## config.mk

```make
export PLATFORM = sky130hd
export DESIGN_NAME = token_tx_scheduler_flat
export DESIGN_NICKNAME = d
export VERILOG_FILES = /design/src/rtl/token_tx_scheduler_if.sv /design/src/rtl/token_tx_scheduler.sv /design/src/flat_wrapper.sv
export SDC_FILE = /design/constraint.sdc
export NUM_CORES = 1
export LEC_CHECK = 0
export BUFFER_PORTS_ARGS = -buffer_cell sky130_fd_sc_hd__clkbuf_2
export CAP_MARGIN = 10
export CORE_ASPECT_RATIO = 0.5
export CORE_UTILIZATION = 44
export DETAILED_ROUTE_END_ITERATION = 12
export HOLD_SLACK_MARGIN = 0.1
export PLACE_DENSITY_LB_ADDON = 0.08
export SKIP_CTS_REPAIR_TIMING = 1
export SYNTH_ARGS = -nofsm -noshare
export SYNTH_HDL_FRONTEND = slang
export SYNTH_SLANG_ARGS = --single-unit
```

## constraint.sdc

```tcl
create_clock -name Clk_R -period 5.4 [get_ports Clk_R]
set_input_delay 1.08 -clock Clk_R [delete_from_list [all_inputs] [get_ports Clk_R]]
set_output_delay 1.08 -clock Clk_R [all_outputs]
set_load 0.02 [all_outputs]
```

## src/rtl/token_tx_scheduler_if.sv

```systemverilog
`default_nettype none
// ============================================================================
// Module      : token_tx_scheduler_if
// Description : RX-frame and TX-handshake bundle between the token-ring core
//               datapath (master) and the TX scheduler (slave).
// Revision    : 1.0 - initial release
// ============================================================================
interface token_tx_scheduler_if;
  logic       rx_frame_valid;
  logic [2:0] rx_type;
  logic       rx_for_me;
  logic       rx_bad;
  logic       rx_ready;
  logic       tx_req;
  logic [2:0] tx_data_select;
  logic       tx_ack;

  modport master (
    output rx_frame_valid, rx_type, rx_for_me, rx_bad, tx_ack,
    input  rx_ready, tx_req, tx_data_select
  );

  modport slave (
    input  rx_frame_valid, rx_type, rx_for_me, rx_bad, tx_ack,
    output rx_ready, tx_req, tx_data_select
  );
endinterface
`default_nettype wire

```

## src/rtl/token_tx_scheduler.sv

```systemverilog
`default_nettype none
// ============================================================================
// Module      : token_tx_scheduler
// Description : Per-frame forward/reply/token decision and token-holding
//               send / wait-for-response / retry / pass sequencing.
// Revision    : 1.0 - initial release
// ============================================================================
module token_tx_scheduler #(
  parameter int TIMEOUT    = 256,
  parameter int MAX_RETRY  = 3,
  parameter int INIT_TOKEN = 0
) (
  input  wire                        Clk_R,
  input  wire                        Rst,
  token_tx_scheduler_if.slave        bus,
  input  wire                        pkt_pending,
  output logic                       node_deliver,
  output logic                       buf_release,
  output logic                       pkt_drop,
  output logic                       protocol_err,
  output logic [3:0]                 retry_cnt
);

  typedef enum logic [2:0] {
    IDLE       = 3'd0,
    FWD        = 3'd1,
    REPLY_ACK  = 3'd2,
    REPLY_NACK = 3'd3,
    HOLD       = 3'd4,
    SEND       = 3'd5,
    WAIT_RESP  = 3'd6,
    PASS       = 3'd7
  } state_t;

  localparam state_t     C_RESET_STATE  = (INIT_TOKEN != 0) ? HOLD : IDLE;
  localparam logic [15:0] C_TIMEOUT_LAST = 16'(TIMEOUT - 1);
  localparam logic [3:0]  C_MAX_RETRY    = 4'(MAX_RETRY);

  localparam logic [2:0] C_TYPE_TOKEN = 3'b111;
  localparam logic [2:0] C_TYPE_ACK   = 3'b000;
  localparam logic [2:0] C_TYPE_NACK  = 3'b011;

  state_t      r_state, w_state_nx;
  logic [15:0] r_timer, w_timer_nx;
  logic [3:0]  w_retry_nx;
  logic        w_deliver_nx, w_release_nx, w_drop_nx, w_perr_nx;
  logic        w_rx_ready, w_frame;
  logic        w_is_token, w_is_ack, w_is_nack, w_is_data;
  logic        w_timeout;

  // Frame type decode; a frame only counts when the scheduler is ready for it.
  always_comb begin
    w_is_token = (bus.rx_type == C_TYPE_TOKEN);
    w_is_ack   = (bus.rx_type == C_TYPE_ACK);
    w_is_nack  = (bus.rx_type == C_TYPE_NACK);
    w_is_data  = !(w_is_token || w_is_ack || w_is_nack);
    w_frame    = bus.rx_frame_valid && w_rx_ready;
    // >= so a frame that masks the exact timeout cycle cannot strand the wait.
    w_timeout  = (r_timer >= C_TIMEOUT_LAST);
  end

  // Moore decode of the TX mux controls and RX readiness.
  always_comb begin
    w_rx_ready         = 1'b0;
    bus.tx_req         = 1'b0;
    bus.tx_data_select = 3'd0;
    case (r_state)
      IDLE:       w_rx_ready = 1'b1;
      WAIT_RESP:  w_rx_ready = 1'b1;
      FWD:        begin bus.tx_req = 1'b1; bus.tx_data_select = 3'd1; end
      REPLY_ACK:  begin bus.tx_req = 1'b1; bus.tx_data_select = 3'd3; end
      REPLY_NACK: begin bus.tx_req = 1'b1; bus.tx_data_select = 3'd4; end
      SEND:       begin bus.tx_req = 1'b1; bus.tx_data_select = 3'd0; end
      PASS:       begin bus.tx_req = 1'b1; bus.tx_data_select = 3'd2; end
      default:    ;
    endcase
    bus.rx_ready = w_rx_ready;
  end

  // Next-state, timer, retry counter and pulse computation.
  always_comb begin
    w_state_nx   = r_state;
    w_timer_nx   = r_timer;
    w_retry_nx   = retry_cnt;
    w_deliver_nx = 1'b0;
    w_release_nx = 1'b0;
    w_drop_nx    = 1'b0;
    w_perr_nx    = 1'b0;
    case (r_state)
      IDLE: begin
        if (w_frame) begin
          if (w_is_token) begin
            w_state_nx = HOLD;
          end else if (w_is_data) begin
            if (!bus.rx_for_me) begin
              w_state_nx = FWD;
            end else if (bus.rx_bad) begin
              w_state_nx = REPLY_NACK;
            end else begin
              w_state_nx   = REPLY_ACK;
              w_deliver_nx = 1'b1;
            end
          end
          // stray ACK/NACK: consumed, stay IDLE
        end
      end
      FWD, REPLY_ACK, REPLY_NACK, PASS: begin
        if (bus.tx_ack) w_state_nx = IDLE;
      end
      HOLD: begin
        w_state_nx = pkt_pending ? SEND : PASS;
      end
      SEND: begin
        if (bus.tx_ack) begin
          w_state_nx = WAIT_RESP;
          w_timer_nx = 16'd0;
        end
      end
      WAIT_RESP: begin
        if (r_timer != 16'hFFFF) w_timer_nx = r_timer + 16'd1;
        if (w_frame && w_is_ack) begin
          w_release_nx = 1'b1;
          w_retry_nx   = 4'd0;
          w_state_nx   = PASS;
        end else if ((w_frame && w_is_nack) || (!w_frame && w_timeout)) begin
          if (retry_cnt == C_MAX_RETRY) begin
            w_release_nx = 1'b1;
            w_drop_nx    = 1'b1;
            w_retry_nx   = 4'd0;
            w_state_nx   = PASS;
          end else begin
            w_retry_nx = retry_cnt + 4'd1;
            w_state_nx = SEND;
          end
        end else if (w_frame && w_is_token) begin
          w_perr_nx = 1'b1;
        end
      end
      default: w_state_nx = IDLE;
    endcase
  end

  // State and datapath registers; reset abandons any in-flight frame.
  always_ff @(posedge Clk_R or posedge Rst) begin
    if (Rst) begin
      r_state      <= C_RESET_STATE;
      r_timer      <= 16'd0;
      retry_cnt    <= 4'd0;
      node_deliver <= 1'b0;
      buf_release  <= 1'b0;
      pkt_drop     <= 1'b0;
      protocol_err <= 1'b0;
    end else begin
      r_state      <= w_state_nx;
      r_timer      <= w_timer_nx;
      retry_cnt    <= w_retry_nx;
      node_deliver <= w_deliver_nx;
      buf_release  <= w_release_nx;
      pkt_drop     <= w_drop_nx;
      protocol_err <= w_perr_nx;
    end
  end

endmodule
`default_nettype wire

```

## src/flat_wrapper.sv

```systemverilog
// flat-port wrapper written by rule: the top's interface ports become plain ports
module token_tx_scheduler_flat 
#(
  parameter int TIMEOUT    = 256,
  parameter int MAX_RETRY  = 3,
  parameter int INIT_TOKEN = 0
)
  (Clk_R, Rst, pkt_pending, node_deliver, buf_release, pkt_drop, protocol_err, retry_cnt, bus_rx_frame_valid, bus_rx_type, bus_rx_for_me, bus_rx_bad, bus_tx_ack, bus_rx_ready, bus_tx_req, bus_tx_data_select);
  token_tx_scheduler_if bus_i ();
  input  wire Clk_R;
  input  wire Rst;
  input  wire pkt_pending;
  output logic node_deliver;
  output logic buf_release;
  output logic pkt_drop;
  output logic protocol_err;
  output logic [3:0] retry_cnt;
  input wire logic [$bits(bus_i.rx_frame_valid)-1:0] bus_rx_frame_valid;
  input wire logic [$bits(bus_i.rx_type)-1:0] bus_rx_type;
  input wire logic [$bits(bus_i.rx_for_me)-1:0] bus_rx_for_me;
  input wire logic [$bits(bus_i.rx_bad)-1:0] bus_rx_bad;
  input wire logic [$bits(bus_i.tx_ack)-1:0] bus_tx_ack;
  output wire logic [$bits(bus_i.rx_ready)-1:0] bus_rx_ready;
  output wire logic [$bits(bus_i.tx_req)-1:0] bus_tx_req;
  output wire logic [$bits(bus_i.tx_data_select)-1:0] bus_tx_data_select;
  assign bus_i.rx_frame_valid = bus_rx_frame_valid;
  assign bus_i.rx_type = bus_rx_type;
  assign bus_i.rx_for_me = bus_rx_for_me;
  assign bus_i.rx_bad = bus_rx_bad;
  assign bus_i.tx_ack = bus_tx_ack;
  assign bus_rx_ready = bus_i.rx_ready;
  assign bus_tx_req = bus_i.tx_req;
  assign bus_tx_data_select = bus_i.tx_data_select;
  token_tx_scheduler #(.TIMEOUT(TIMEOUT), .MAX_RETRY(MAX_RETRY), .INIT_TOKEN(INIT_TOKEN)) u_core (.Clk_R(Clk_R), .Rst(Rst), .bus(bus_i), .pkt_pending(pkt_pending), .node_deliver(node_deliver), .buf_release(buf_release), .pkt_drop(pkt_drop), .protocol_err(protocol_err), .retry_cnt(retry_cnt));
endmodule
```

==> reports/qor.txt <==
Crit path max fanout: 16
Synth area leaders: dfrtp_1 40%, o21ai_0 4.2%, nor2_1 4.0%
Hold Path Depth: 1
Synth top cells by count: 27 x dfrtp_1, 18 x nor2_1, 14 x nand2_1, 14 x o21ai_0, 9 x nand3_1
WP data required: 4.32 ns
Seq/Total Area, Yosys: 40.2%
Crit path cell chain: nor2b_1 > o21a_1 > clkbuf_2
Outcome: completed
Unrepaired setup endpoints after global routing: false
Synth area leader: dfrtp_1
Fin crit period: 2.75 ns
Most used DFF post-synth: dfrtp_1
Fraction of registers with async set/reset: 100%
Cts bufs inserted: 3
Slew Limit Fails: 0
Worst ir drop on vdd: 0.248 mV
Worst reg2reg path depth: 5
Chip width: 89.4 microns
Syn Nets: 195
Routed wire length: 3650 microns
Max-Cap Viols: 0
Syn Std Cell Area: 1680 sq um
H-tree levels: 1
Largest net degree at the start of global routing: 28
DRC viols: 0
Final HPWL DP: 2680 microns
TNS Setup: 0 ns
Initial core utilization: 47.4%
Die height: 45.7 microns
Post-synth top area share: 40.2%
Die ar.: 4090 sq um
Avg Inst Size Synth: 9.18 sq um
Hold endpoint: u_core.retry_cnt[3]
Mapped Cells: 183
Max-slew headroom: 30.3%
Worst Path Arrival: 1.67 ns
Antenna violations before repair: 0
Placer congestion estimate: 0.792
Setup CP Type: reg -> out
Yosys warns: 0
# IOs: 23
Max incr delay on CP: 0.63 ns
Total Power: 0.000849 W
Final nets: 217
Initial DRC count: 55
Final hold violation count: 0
Leakage: 0.785 nW
First-pass GRT wire length: 6070 microns
Hold wc startpoint: u_core.retry_cnt[3]
Remaining Overflow, GRT: 0
Worst Path Buf+Inv: 1
Std cell rows: 15
Vias: 1,433
Worst-margin pin slew: 1.04 ns
R2r setup slk: 3.20 ns
Critical R2R Capture: u_core.r_state[1]
Clk pin slew, worst setup/hold paths: 0.09 ns
Area grow syn2layout: 11.5%
CP endpoint kind: output port
Clk_lat worst skew: 0.28 ns
Setup violations, final: 0
Total track usage: 20.2%
Vias in the first global route: 1,250
EDFF count, synth: 0
Clk_skew: 0.00469 ns
Worst R2R Start: u_core.r_state[2]
Drt wl/cell: 14.3 microns
CP max stage cell: dfrtp_1
Hold Crit Class: reg -> reg
CTS Sinks: 27
Fin crit share: 50.9%
Ant. Diodes: 0
Top delay family on crit path: flip-flops
Cell with the most instances after synthesis: dfrtp_1
Share of layout cells above drive strength 1: 18.6%
Final hold slack: 0.527 ns
Multi-input logic area: 956 sq um
Antenna-violating nets left: 0
Post-synthesis register bit count: 27
Port bufs: 22
Crit path launch type: flop
Via/cell ratio: 5.62
First-pass iteration count of the detailed router: 4
Clock Tree Buf Depth: 2
FF+latch area: 676 sq um
FILL cells: 348
CTS tree: done
Core area: 3550 sq um
CTS root buf: clkbuf_8
PD cells: 453 nW/um^2
FMAX: 364 MHz
Distinct cells, synth: 53
==> layout by cell type (no fill, tap or decap), drive strengths merged <==
cell / count
a2111oi: 1
a211oi: 1
a21boi: 1
a21o: 2
a21oi: 4
a22o: 1
and2: 1
and3: 1
and4: 1
clkbuf: 26
dfrtp: 27
ha: 2
inv: 6
mux2: 1
nand2: 14
nand2b: 5
nand3: 10
nand3b: 2
nand4: 4
nor2: 18
nor2b: 7
nor3: 6
nor3b: 2
nor4: 7
nor4b: 1
nor4bb: 1
o211ai: 4
o21a: 2
o21ai: 15
o22ai: 2
o2bb2ai: 1
o311ai: 2
o31a: 1
o31ai: 6
o41ai: 1
or2: 3
or3: 4
or3b: 1
xnor2: 7
xor2: 3
==> area by class of cell <==
class / instances / share of cell area (%)
tap: 51 / 3.41
sequential: 27 / 36.1
clock buffer: 4 / 2.40
inverter: 6 / 1.20
multi-input combinational: 145 / 51.0
timing repair buffer: 22 / 5.88
==> layer usage <==
metal	GRT usage, %	part of all wire [%]	vias to the layer above
met5	0	0	-
met4	2.86	0.30	0
met3	5.43	3.3	3
met2	31.6	43	22
met1	28.9	53	691
li1	-	-	717
==> flip-flops by register name, summed over array words and instances, names as in the netlist <==
register,count
u_core.r_timer,16
u_core.retry_cnt,4
u_core.r_state,3
u_core.buf_release,1
u_core.node_deliver,1
u_core.pkt_drop,1
u_core.protocol_err,1
==> kinds of logic (layout without fill, tap and decap cells) <==
family          Yosys count  count (layout)  share of synthesized area (%)
simple gates             88              88                           31.0
mux                       1               1                          0.670
buf+inv                  11              32                           2.90
compound gates           44              44                           18.5
fa+ha+maj                 2               2                           1.49
flops                    27              27                           40.2
xor+xnor                 10              10                           5.21
==> power by group <==
group          internal [W]  switching (W)  leakage, nW
clock             0.0000530      0.0000655       0.0228
sequential         0.000250      0.0000958        0.360
combinational      0.000156       0.000229        0.402
==> worst max-delay path by stage <==
| stage | endpoint | cells after the start | start |
|---|---|---|---|
| 2_1_floorplan | bus_tx_data_select[1] | 3 | u_core.r_state[0] |
| 3_3_place_gp | u_core.r_state[1] | 6 | bus_rx_frame_valid |
| 3_5_place_dp | u_core.r_state[1] | 6 | bus_rx_frame_valid |
| 4_1_cts | bus_tx_data_select[0] | 3 | u_core.r_state[0] |
| 5_1_grt | bus_tx_data_select[0] | 3 | u_core.r_state[0] |
| 6_report | bus_tx_data_select[0] | 3 | u_core.r_state[0] |
==> metrics by stage <==
| step | std cells | instance area (sq um) | setup WS, ns | util, % |
|---|---|---|---|---|
| after floorplan | 183 | 1680 | 3.07 | - |
| after global placement | 251 | 1830 | 2.95 | 51.5 |
| after detailed placement | 251 | 1830 | 2.94 | 51.5 |
| after CTS | 255 | 1870 | 2.65 | 52.8 |
| after global routing | 255 | 1870 | 2.51 | 52.8 |
| final | 255 | 1870 | 2.65 | 52.8 |
Power figures use the tool's default switching activity.
